**src/rtl/ws2812_driver_if.sv**
```systemverilog
// Colour/request inputs and serial line status for the WS2812 chain driver.
// The driver is the slave; whoever supplies the encoder levels is the master.
interface ws2812_driver_if;
  logic [7:0] red;
  logic [7:0] green;
  logic [7:0] blue;
  logic       start;
  logic       data_out;
  logic       busy;
  logic       frame_done;

  modport master (
    output red,
    output green,
    output blue,
    output start,
    input  data_out,
    input  busy,
    input  frame_done
  );

  modport slave (
    input  red,
    input  green,
    input  blue,
    input  start,
    output data_out,
    output busy,
    output frame_done
  );
endinterface

```
**src/rtl/ws2812_driver.sv**
```systemverilog
// WS2812 single-wire NRZ frame generator: streams {green, red, blue} MSB first to every LED
// in the chain, then holds the line low for the latch gap. Frames launch on colour change,
// on request, and once after reset.
module ws2812_driver #(
  parameter int unsigned NUM_LEDS     = 1,
  parameter int unsigned T0H          = 4,
  parameter int unsigned T1H          = 8,
  parameter int unsigned BIT_CYCLES   = 13,
  parameter int unsigned RESET_CYCLES = 600
) (
  input logic            clk,
  input logic            reset,
  ws2812_driver_if.slave bus
);

  localparam int unsigned CycMax = (BIT_CYCLES > RESET_CYCLES) ? BIT_CYCLES : RESET_CYCLES;
  localparam int unsigned CycW   = (CycMax > 1) ? $clog2(CycMax) : 1;
  localparam int unsigned LedW   = (NUM_LEDS > 1) ? $clog2(NUM_LEDS) : 1;

  localparam logic [CycW-1:0] T0hEnd  = CycW'(T0H - 1);
  localparam logic [CycW-1:0] T1hEnd  = CycW'(T1H - 1);
  localparam logic [CycW-1:0] BitEnd  = CycW'(BIT_CYCLES - 1);
  localparam logic [CycW-1:0] GapEnd  = CycW'(RESET_CYCLES - 1);
  localparam logic [LedW-1:0] LedEnd  = LedW'(NUM_LEDS - 1);
  localparam logic [4:0]      LastBit = 5'd23;

  localparam logic [1:0] StIdle    = 2'd0;
  localparam logic [1:0] StBitHigh = 2'd1;
  localparam logic [1:0] StBitLow  = 2'd2;
  localparam logic [1:0] StGap     = 2'd3;

  logic [1:0]      state_q, state_d;
  logic [23:0]     snapshot_q, snapshot_d;
  logic [23:0]     shift_q, shift_d;
  logic [4:0]      bit_cnt_q, bit_cnt_d;
  logic [LedW-1:0] led_cnt_q, led_cnt_d;
  logic [CycW-1:0] cyc_cnt_q, cyc_cnt_d;
  logic            pending_q, pending_d;
  logic            data_out_q, data_out_d;
  logic            busy_q, busy_d;
  logic            frame_done_q, frame_done_d;

  logic [23:0]     colour;
  logic            launch;
  logic [CycW-1:0] high_end;

  // Wire order is green first, so the snapshot is kept in that order too.
  assign colour   = {bus.green, bus.red, bus.blue};
  assign launch   = pending_q | bus.start | (colour != snapshot_q);
  assign high_end = shift_q[23] ? T1hEnd : T0hEnd;

  always_comb begin
    state_d      = state_q;
    snapshot_d   = snapshot_q;
    shift_d      = shift_q;
    bit_cnt_d    = bit_cnt_q;
    led_cnt_d    = led_cnt_q;
    cyc_cnt_d    = cyc_cnt_q + CycW'(1);
    frame_done_d = 1'b0;
    // Requests arriving mid-frame collapse into a single follow-up frame.
    pending_d    = pending_q | (bus.start & (state_q != StIdle));

    case (state_q)
      StIdle: begin
        cyc_cnt_d = '0;
        if (launch) begin
          snapshot_d = colour;
          shift_d    = colour;
          pending_d  = 1'b0;
          bit_cnt_d  = '0;
          led_cnt_d  = '0;
          state_d    = StBitHigh;
        end
      end

      StBitHigh: begin
        if (cyc_cnt_q == high_end) begin
          state_d = StBitLow;
        end
      end

      StBitLow: begin
        if (cyc_cnt_q == BitEnd) begin
          cyc_cnt_d = '0;
          state_d   = StBitHigh;
          if (bit_cnt_q != LastBit) begin
            bit_cnt_d = bit_cnt_q + 5'd1;
            shift_d   = {shift_q[22:0], 1'b0};
          end else if (led_cnt_q != LedEnd) begin
            // Every LED gets the latched colour, never the live inputs.
            led_cnt_d = led_cnt_q + LedW'(1);
            bit_cnt_d = '0;
            shift_d   = snapshot_q;
          end else begin
            state_d = StGap;
          end
        end
      end

      StGap: begin
        if (cyc_cnt_q == GapEnd) begin
          cyc_cnt_d    = '0;
          frame_done_d = 1'b1;
          state_d      = StIdle;
        end
      end

      default: begin
        cyc_cnt_d = '0;
        state_d   = StIdle;
      end
    endcase

    // Outputs follow the next state so they register alongside it.
    data_out_d = (state_d == StBitHigh);
    busy_d     = (state_d != StIdle);
  end

  always_ff @(posedge clk) begin
    if (reset) begin
      state_q      <= StIdle;
      snapshot_q   <= '0;
      shift_q      <= '0;
      bit_cnt_q    <= '0;
      led_cnt_q    <= '0;
      cyc_cnt_q    <= '0;
      pending_q    <= 1'b1;
      data_out_q   <= 1'b0;
      busy_q       <= 1'b0;
      frame_done_q <= 1'b0;
    end else begin
      state_q      <= state_d;
      snapshot_q   <= snapshot_d;
      shift_q      <= shift_d;
      bit_cnt_q    <= bit_cnt_d;
      led_cnt_q    <= led_cnt_d;
      cyc_cnt_q    <= cyc_cnt_d;
      pending_q    <= pending_d;
      data_out_q   <= data_out_d;
      busy_q       <= busy_d;
      frame_done_q <= frame_done_d;
    end
  end

  assign bus.data_out   = data_out_q;
  assign bus.busy       = busy_q;
  assign bus.frame_done = frame_done_q;

endmodule

```
**src/flat_wrapper.sv**
```systemverilog
// flat-port wrapper written by rule: the top's interface ports become plain ports
module ws2812_driver_flat 
#(
  parameter int unsigned NUM_LEDS     = 1,
  parameter int unsigned T0H          = 4,
  parameter int unsigned T1H          = 8,
  parameter int unsigned BIT_CYCLES   = 13,
  parameter int unsigned RESET_CYCLES = 600
)
  (clk, reset, bus_red, bus_green, bus_blue, bus_start, bus_data_out, bus_busy, bus_frame_done);
  ws2812_driver_if bus_i ();
  input logic clk;
  input logic reset;
  input wire logic [$bits(bus_i.red)-1:0] bus_red;
  input wire logic [$bits(bus_i.green)-1:0] bus_green;
  input wire logic [$bits(bus_i.blue)-1:0] bus_blue;
  input wire logic [$bits(bus_i.start)-1:0] bus_start;
  output wire logic [$bits(bus_i.data_out)-1:0] bus_data_out;
  output wire logic [$bits(bus_i.busy)-1:0] bus_busy;
  output wire logic [$bits(bus_i.frame_done)-1:0] bus_frame_done;
  assign bus_i.red = bus_red;
  assign bus_i.green = bus_green;
  assign bus_i.blue = bus_blue;
  assign bus_i.start = bus_start;
  assign bus_data_out = bus_i.data_out;
  assign bus_busy = bus_i.busy;
  assign bus_frame_done = bus_i.frame_done;
  ws2812_driver #(.NUM_LEDS(NUM_LEDS), .T0H(T0H), .T1H(T1H), .BIT_CYCLES(BIT_CYCLES), .RESET_CYCLES(RESET_CYCLES)) u_core (.clk(clk), .reset(reset), .bus(bus_i));
endmodule
```
**config.mk**
```make
export PLATFORM = sky130hd
export DESIGN_NAME = ws2812_driver_flat
export DESIGN_NICKNAME = d
export VERILOG_FILES = /design/src/rtl/ws2812_driver_if.sv /design/src/rtl/ws2812_driver.sv /design/src/flat_wrapper.sv
export SDC_FILE = /design/constraint.sdc
export NUM_CORES = 1
export LEC_CHECK = 0
export CAP_MARGIN = 25
export CORE_MARGIN = 2
export CORE_UTILIZATION = 50
export DETAILED_ROUTE_END_ITERATION = 10
export PLACE_DENSITY = 0.7
export SLEW_MARGIN = 10
export SYNTH_ARGS = -nofsm -noshare
export SYNTH_HDL_FRONTEND = slang
export SYNTH_SLANG_ARGS = --single-unit
export TNS_END_PERCENT = 10
```
**constraint.sdc**
```tcl
create_clock -name clk -period 2.17 [get_ports clk]
set_input_delay 0.3255 -clock clk [delete_from_list [all_inputs] [get_ports clk]]
set_output_delay 0.3255 -clock clk [all_outputs]
set_load 0.05 [all_outputs]
```
==> results.cfg, run 1 <==
[run_status]
status = completed

[die]
rows = 31
die_area_mm2 = 0.008271
ios = 30
die_height_um = 90.95
coreArea_mm2 = 0.007292
initial_utilization_pct = 51.84
fp.dieW_um = 90.95

[clock_tree]
clkLatencyLatePin_ns = 0.35
clockBufferDepth = 2
clockRootBuffer = clkbuf_8
numCtsBuffers = 9
cts.sink_count = 69
clkTransAtPathRegs_ns = 0.08
cts_tree = done
post_cts_buffers = 0
ctsHtreeMaxLevel = 3

[drt]
drt-vias-per-instance = 5.756
routed_wl_mm = 8.907
via_count = 3373
drt_first_iter_violations = 195
route.detailed.drc = 0
post_drt_wl_per_cell_um = 15.20
dr.pass1.iters = 4
ant_nets = 0

[worst_setup_path]
rr_worst_depth = 6
path_buf_inv = 2
slowest_delay_ns = 0.53
crit_path_start_kind = primary input
critPathTopFamily = compound AO/OA/AOI/OAI gates
path_cells = clkdlybuf4s50_1 > xnor2_2 > nand4_1 > o41a_1 > buf_6 > o311a_2 > a31o_2
r2r_slack_ns = 0.08
crit_required_ns = 2.41
worstReg2RegEnd = u_core.shift_q[2]
crit_arrival_ns = 2.35
crit_type = primary input to flip-flop
worst-path-max-fanout = 8
r2r_start = u_core.snapshot_q[18]
cp.depth = 7
setup.worst_path.end_class = flip-flop
cp_slowest_cell = clkdlybuf4s50_1

[grt]
grt_max_degree = 97
grt_pass1_wl_mm = 14.90
gr-usage-all-layers_pct = 22.02
grt_pass1_vias = 3166
antenna_found_initial = 0
overflow = 0

[min_path]
hold_class = primary input to flip-flop
min-delay-start = bus_blue[6]
min_path_cells = 3
whs_endpoint = u_core.snapshot_q[6]

[timing]
tightest_slew_ns = 0.4911
fmax_ghz = 0.4727
fin_skew_ns = 0.007919
maxSlewViolCount = 0
setup_violations = 0
final.setup.tns_ns = 0
fin_crit_ns = 2.115
finalHoldViolCount = 0
period_share_pct = 97.48
slew_headroom_pct = 67.16

[synthesis]
synth-seq-area-share_pct = 36.54
syn_inst = 427
synth_edf_count = 0
synthTopCellsByArea = dfxtp_1 37%, mux2i_1 12%, nand2_1 7.7%, xnor2_1 6.3%, o311a_1 5.0%
synthArstFlopShare_pct = 0
synth.most_common_cell = nand2_1
dominantRegCellSynth = dfxtp_1
ys_ff_latch = 69
synth_common_cells = 78 x nand2_1, 69 x dfxtp_1, 45 x mux2i_1
syn_area_mm2 = 0.003780
avgSynthCellArea_um2 = 8.852
yosysTopAreaCellShare_pct = 36.54
yosysTopAreaCell = dfxtp_1
yosysWarningCount = 0
ys_types = 49
syn_nets = 457

[pwr]
p_leak_nw = 2.150
ir_drop_mv = 0.3214
power_density_mw_per_mm2 = 685.5

[placed_design]
gp_congestion = 0.7889
io_buffers = 29
dp_hpwl_mm = 6.178

[final_layout]
nets = 512
syn2layout_area_growth_pct = 26.15
antennaDiodeCount = 0
fillerInstances = 619
layout-drive-gt1-share_pct = 18.07
final_util_pct = 65.39

[job]
maxCapViolations = 0
worst max-delay path by stage:
stage | from | endpoint | slack (ns)
finish | bus_green[4] | u_core.shift_q[2] | 0.05
CTS | bus_red[2] | u_core.shift_q[23] | 0.0005
floorplan | u_core.snapshot_q[23] | u_core.shift_q[15] | 0.27
global route | u_core.snapshot_q[0] | u_core.shift_q[23] | -0.007
global placement | bus_red[2] | u_core.shift_q[1] | -0.35
detailed placement | bus_red[2] | u_core.shift_q[2] | -0.42
routing by layer:
layer,GRT usage (%),vias to the layer above,part of all wire [%]
met1,29.00,1627,46
met2,36.98,65,49
met5,0,-,0
li1,-,1671,-
met3,3.320,10,3.4
met4,7.323,0,1.3
what timing repair did:
action / CTS / global route
hold buffers: 0 / 0
resized for setup: 1 / 16
endpoints found under the setup margin: 13 / 28
pin swaps: 0 / 4
registers in the layout, summed over array words and instances, names as in the netlist:
signal,count
u_core.pending_q,1
u_core.bit_cnt_q,5
u_core.bus.busy,1
u_core.snapshot_q,24
u_core.bus.data_out,1
u_core.bus.frame_done,1
u_core.state_q,2
u_core.shift_q,24
u_core.cyc_cnt_q,10
worst reg2reg max path, delay by kind of cell (launching register included):
| kind | cells | cell delay (ns) |
|---|---|---|
| compound gates | 3 | 1.09 |
| flops | 1 | 0.40 |
| simple gates | 1 | 0.18 |
| buf+inv | 1 | 0.17 |
| xor+xnor | 1 | 0.15 |
metrics by stage:
| stage | hold slack (ns) | setup WS (ns) | cell area, µm² | power (W) | std cells |
|---|---|---|---|---|---|
| after global routing | 0.3269 | -0.007375 | 4768 | 0.003392 | 586 |
| after floorplan | 0.4375 | 0.2707 | 3780 | 0.001748 | 427 |
| after detailed placement | 0.4643 | -0.4248 | 4441 | 0.001969 | 570 |
| after global placement | 0.4547 | -0.3479 | 4441 | 0.001957 | 570 |
| final | 0.3073 | 0.05461 | 4768 | 0.003269 | 586 |
| after CTS | 0.4835 | 0.0004932 | 4696 | 0.003268 | 586 |
cells in the final DEF (no fill, tap or decap), drive strengths merged, types with 11 or more instances in the layout:
| cell | count |
|---|---|
| o311a | 24 |
| clkdlybuf4s50 | 21 |
| mux2i | 45 |
| o21ai | 25 |
| dfxtp | 69 |
| xnor2 | 27 |
| nor2 | 20 |
| a31o | 25 |
| nand2 | 78 |
| clkbuf | 11 |
| buf | 49 |
kinds of logic (layout without fill, tap and decap cells):
kind of cell,count (synthesis),count (layout),synth area share (%)
AOI/OAI and AO/OA,100,100,20.85
xor gates and xnor gates,33,33,7.647
adders and majority gates,3,3,0.9932
buffers and inverters,41,101,5.627
DFF,69,69,36.54
muxes,45,45,11.92
and+or+nand+nor,136,136,16.42
layout make-up:
cell class	count	area [µm²]	area share, %
inverters	7	26.28	0.5510
multi-input cells	317	2253	47.26
well taps	99	123.9	2.598
flip-flops and latches	69	1381	28.97
clock buffers	11	141.4	2.965
clock inverters	5	106.4	2.230
repair buffers	78	735.7	15.43
where the power goes:
part	leakage [nW]	internal (W)	switching, W
Combinational	1.46	0.000283	0.000271
Clock	0.120	0.000800	0.000511
Sequential	0.569	0.00134	0.0000617
Total	2.15	0.00243	0.000844
Power figures use the tool's default switching activity.
==> run 2: changes to the inputs <==
Settings changed: PLACE_DENSITY 0.7 to 0.79.
==> results.cfg, run 2 (same netlist as run 1, synthesis figures left out) <==
[grt]
grt_pass1_vias = 3312
grt_max_degree = 51
overflow = 0
grt_pass1_wl_mm = 15.54
antenna_found_initial = 0
gr-usage-all-layers_pct = 23.03

[final_layout]
instances_no_fill = 594
multi_input_area_mm2 = 0.002258
nets = 520
fin_area_mm2 = 0.004776
antennaDiodeCount = 0
top_regs = u_core.shift_q: 24 flops, u_core.snapshot_q: 24 flops, u_core.cyc_cnt_q: 10 flops
ff_latch_area_mm2 = 0.001381
syn2layout_area_growth_pct = 26.35
fillerInstances = 621
layout-drive-gt1-share_pct = 19.80
layout_commonest_cell = nand2_1
final_cell_mix = 77 x nand2_1, 69 x dfxtp_1, 53 x buf_4

[drt]
routed_wl_mm = 9.144
drt_first_iter_violations = 186
post_drt_wl_per_cell_um = 15.39
route.detailed.drc = 0
dr.pass1.iters = 4
ant_nets = 0
drt-vias-per-instance = 5.774
via_count = 3430

[worst_setup_path]
crit_arrival_ns = 2.35
cp.depth = 7
rr_worst_depth = 6
setup.worst_path.end_class = flip-flop
crit_type = primary input to flip-flop
slowest_delay_ns = 0.49
path_cells = clkdlybuf4s50_1 > xnor2_1 > nand4_1 > o41a_1 > buf_4 > o311a_2 > a31o_2
crit_path_start_kind = primary input
crit_required_ns = 2.41
critPathLaunch = bus_green[4]
critPathTopFamily = compound AO/OA/AOI/OAI gates
cp_slowest_cell = clkdlybuf4s50_1
crit_end = u_core.shift_q[2]
r2r_slack_ns = 0.09
worstReg2RegEnd = u_core.shift_q[2]
worst-path-max-fanout = 6
r2r_start = u_core.snapshot_q[6]
path_buf_inv = 2

[pwr]
p_switching_w = 0.0008212
switching_share_pct = 26.72
pwr-share-comb_pct = 18.3
seq_power_share_pct = 45.7
power_density_mw_per_mm2 = 643.4
clkPwrFrac_pct = 36.0
p_leak_nw = 2.147
cell_internal_pwr_w = 0.002252
total_power_w = 0.003073
ir_drop_mv = 0.3746

[die]
initial_utilization_pct = 51.84
fp.dieW_um = 90.95
ios = 30
die_height_um = 90.95
die_area_mm2 = 0.008271
rows = 31
coreArea_mm2 = 0.007292

[clock_tree]
clockBufferDepth = 2
clkLatencyLatePin_ns = 0.35
cts.sink_count = 69
ctsHoldBuffers = 0
cts_tree = done
numCtsBuffers = 9
clkTransAtPathRegs_ns = 0.07
ctsHtreeMaxLevel = 3
clockRootBuffer = clkbuf_8

[timing]
maxSlewViolCount = 0
layout_setup_ws_ns = 0.05303
fin_skew_ns = 0.008947
whs_ns = 0.3155
setup_violations = 0
fmax_ghz = 0.4724
finalHoldViolCount = 0
tightest_slew_ns = 0.5148
slew_headroom_pct = 65.23
fin_crit_ns = 2.117
period_share_pct = 97.56

[placed_design]
gp_congestion = 0.9002
place_area_mm2 = 0.004481
dp_hpwl_mm = 6.336
io_buffers = 29
placedCellCount = 577
dp_worst_setup_slack_ns = -0.3452

[run_status]
status = completed

[job]
maxCapViolations = 0

[min_path]
hold_class = primary input to flip-flop
==> run 2: layout make-up <==
cell class,instances,share of cell area (%)
Clock buffer,13,3.537
Sequential cell,69,28.92
Tap cell,99,2.594
Multi-Input combinational cell,317,47.29
Inverter,7,0.5502
Clock inverter,3,0.8908
Timing Repair Buffer,86,16.22
==> run 2: through the flow <==
stage	util [%]	TNS [ns]
6_report	65.49	0
5_1_grt	65.49	-0.002410
4_1_cts	64.34	0
3_5_place_dp	61.44	-11.34
3_3_place_gp	61.44	-11.67
2_1_floorplan	-	0
==> run 2: metal layers <==
layer	vias up	share of wire, %	track usage (%)
met2	92	48	38.27
met4	0	2.6	9.848
met5	-	0	0
met1	1631	44	28.44
met3	25	4.7	5.560
li1	1682	-	-
==> run 2: worst min path at each step <==
stage,end,depth (start not counted),slack [ns],from
2_1_floorplan,u_core.cyc_cnt_q[0],1,0.44,u_core.cyc_cnt_q[0]
3_3_place_gp,u_core.cyc_cnt_q[0],1,0.46,u_core.cyc_cnt_q[0]
3_5_place_dp,u_core.shift_q[5],1,0.47,u_core.shift_q[5]
4_1_cts,u_core.shift_q[5],1,0.48,u_core.shift_q[5]
5_1_grt,u_core.snapshot_q[17],3,0.33,bus_green[1]
6_report,u_core.snapshot_q[17],3,0.32,bus_green[1]
==> run 2: tightest hold or removal path, stage by stage <==
cell and delay (ns):
dlymetal6s2s_1 0.16, nand2_1 0.07, mux2i_1 0.06
==> run 2: timing repair <==
action | 4_1_cts | 5_1_grt
resized for setup | 0 | 16
endpoints found under the setup margin | 0 | 29
setup buffers | 0 | 1
==> run 2: power by group through the flow <==
stage | Combinational (W) | Sequential [W] | Clock, W
after floorplan | 0.000324 | 0.00142 | 0
after global placement | 0.000532 | 0.00142 | 0
after detailed placement | 0.000544 | 0.00143 | 0
after CTS | 0.000548 | 0.00140 | 0.00112
after global routing | 0.000614 | 0.00141 | 0.00118
final | 0.000562 | 0.00140 | 0.00111
==> run 3: changes to the inputs <==
Settings changed: CORE_UTILIZATION 50 to 36, PLACE_DENSITY 0.79 to 0.63.
==> results.cfg, run 3 (same netlist as run 1, synthesis figures left out) <==
[worst_setup_path]
cp_slowest_cell = o41a_1
crit_required_ns = 2.43
worstReg2RegEnd = u_core.shift_q[2]
path_cells = xnor2_2 > nand4_1 > o41a_1 > buf_6 > o311a_2 > a31o_2
r2r_start = u_core.snapshot_q[1]
rr_worst_depth = 6
crit_type = flip-flop to flip-flop
worst-path-max-fanout = 7
r2r_slack_ns = 0.07
path_buf_inv = 1
slowest_delay_ns = 0.52
crit_path_start_kind = flip-flop
setup.worst_path.end_class = flip-flop
crit_arrival_ns = 2.37
critPathTopFamily = compound AO/OA/AOI/OAI gates

[timing]
fin_crit_ns = 2.105
layout_setup_ws_ns = 0.06532
fin_skew_ns = 0.008561
setup_violations = 0
slew_headroom_pct = 67.16
period_share_pct = 96.99
fmax_ghz = 0.4751
finalHoldViolCount = 0
tightest_slew_ns = 0.4911
maxSlewViolCount = 0

[drt]
dr.pass1.iters = 5
ant_nets = 0
post_drt_wl_per_cell_um = 15.16
routed_wl_mm = 9.460
drt_first_iter_violations = 160
route.detailed.drc = 0
via_count = 3365
drt-vias-per-instance = 5.393

[die]
rows = 37
fp.dieW_um = 106.5
initial_utilization_pct = 36.78
coreArea_mm2 = 0.01028
ios = 30
die_area_mm2 = 0.01133
die_height_um = 106.5

[placed_design]
place_area_mm2 = 0.004497
placedCellCount = 605
gp_congestion = 0.7969
dp_hpwl_mm = 6.351
io_buffers = 29
dp_worst_setup_slack_ns = -0.4199

[pwr]
pwr-share-comb_pct = 17.9
p_leak_nw = 2.160
total_power_w = 0.003185
seq_power_share_pct = 44.0
power_density_mw_per_mm2 = 658.2
clkPwrFrac_pct = 38.1
switching_share_pct = 26.57
ir_drop_mv = 0.3440
cell_internal_pwr_w = 0.002339
p_switching_w = 0.0008464

[final_layout]
top_regs = u_core.shift_q: 24 flops, u_core.snapshot_q: 24 flops, u_core.cyc_cnt_q: 10 flops
layout_commonest_cell = nand2_1
antennaDiodeCount = 0
nets = 513
final_cell_mix = 77 x nand2_1, 66 x dfxtp_1, 45 x mux2i_1
layout-drive-gt1-share_pct = 19.26
fin_area_mm2 = 0.004840
syn2layout_area_growth_pct = 28.04
instances_no_fill = 624
final_util_pct = 47.09

[grt]
grt_pass1_wl_mm = 15.41
grt_pass1_vias = 3067
antenna_found_initial = 0
gr-usage-all-layers_pct = 17.08
grt_max_degree = 97
overflow = 0

[job]
maxCapViolations = 0

[clock_tree]
clkTransAtPathRegs_ns = 0.08
clockBufferDepth = 2
clockRootBuffer = clkbuf_8
clkLatencyLatePin_ns = 0.36
numCtsBuffers = 9
ctsHtreeMaxLevel = 3
ctsHoldBuffers = 0
cts.sink_count = 69
cts_tree = done

[min_path]
min-delay-start = bus_red[2]
min_path_cells = 3
whs_endpoint = u_core.snapshot_q[10]
hold_class = primary input to flip-flop

[run_status]
status = completed
run 3: repair_timing:
item                                    CTS  global route
endpoints found under the setup margin   18            30
buffers inserted                          0             1
gates resized for setup                   2            25
pin swaps                                 0             6
gates cloned                              0             2
run 3: metrics by stage:
step	TNS (ns)	hold slack (ns)
2_1_floorplan	0	0.4375
3_3_place_gp	-15.32	0.4557
3_5_place_dp	-17.06	0.4604
4_1_cts	0	0.4772
5_1_grt	-0.03737	0.3226
6_report	0	0.3085
run 3: final cells by class:
type / instances / area, µm²
clock buffer: 12 / 155.1
sequential: 69 / 1385
tap: 136 / 170.2
fill: 991 / 5438
multi-input combinational: 317 / 2256
timing repair buffer: 79 / 777.0
clock inverter: 4 / 70.07
inverter: 7 / 26.28
run 3: worst max-delay path by stage:
| stage | from | to | depth (start not counted) |
|---|---|---|---|
| 3_3_place_gp | bus_green[1] | u_core.shift_q[2] | 7 |
| 2_1_floorplan | u_core.snapshot_q[23] | u_core.shift_q[15] | 7 |
| 4_1_cts | bus_blue[1] | u_core.shift_q[2] | 7 |
| 5_1_grt | u_core.snapshot_q[19] | u_core.shift_q[2] | 6 |
| 3_5_place_dp | bus_blue[1] | u_core.shift_q[2] | 7 |
| 6_report | u_core.snapshot_q[1] | u_core.shift_q[2] | 6 |
run 3: power groups by stage:
stage	Clock, W	Combinational (W)	Sequential (W)
floorplan	0	0.000324	0.00142
global placement	0	0.000539	0.00142
detailed placement	0	0.000549	0.00143
CTS	0.00124	0.000555	0.00140
global route	0.00129	0.000618	0.00141
finish	0.00121	0.000570	0.00140
run 3: tightest hold or removal path, cell delays in order:
cell and delay (ns):
dlymetal6s2s_1 0.17, nand2_1 0.07, mux2i_1 0.06
run 3: layer usage:
metal  wire (µm)  GRT usage [%]  share of wire (%)
met3         495          4.231                5.2
met2        4432          26.83                 47
met5           0              0                  0
met4          95          4.824                1.0
met1        4437          23.30                 47
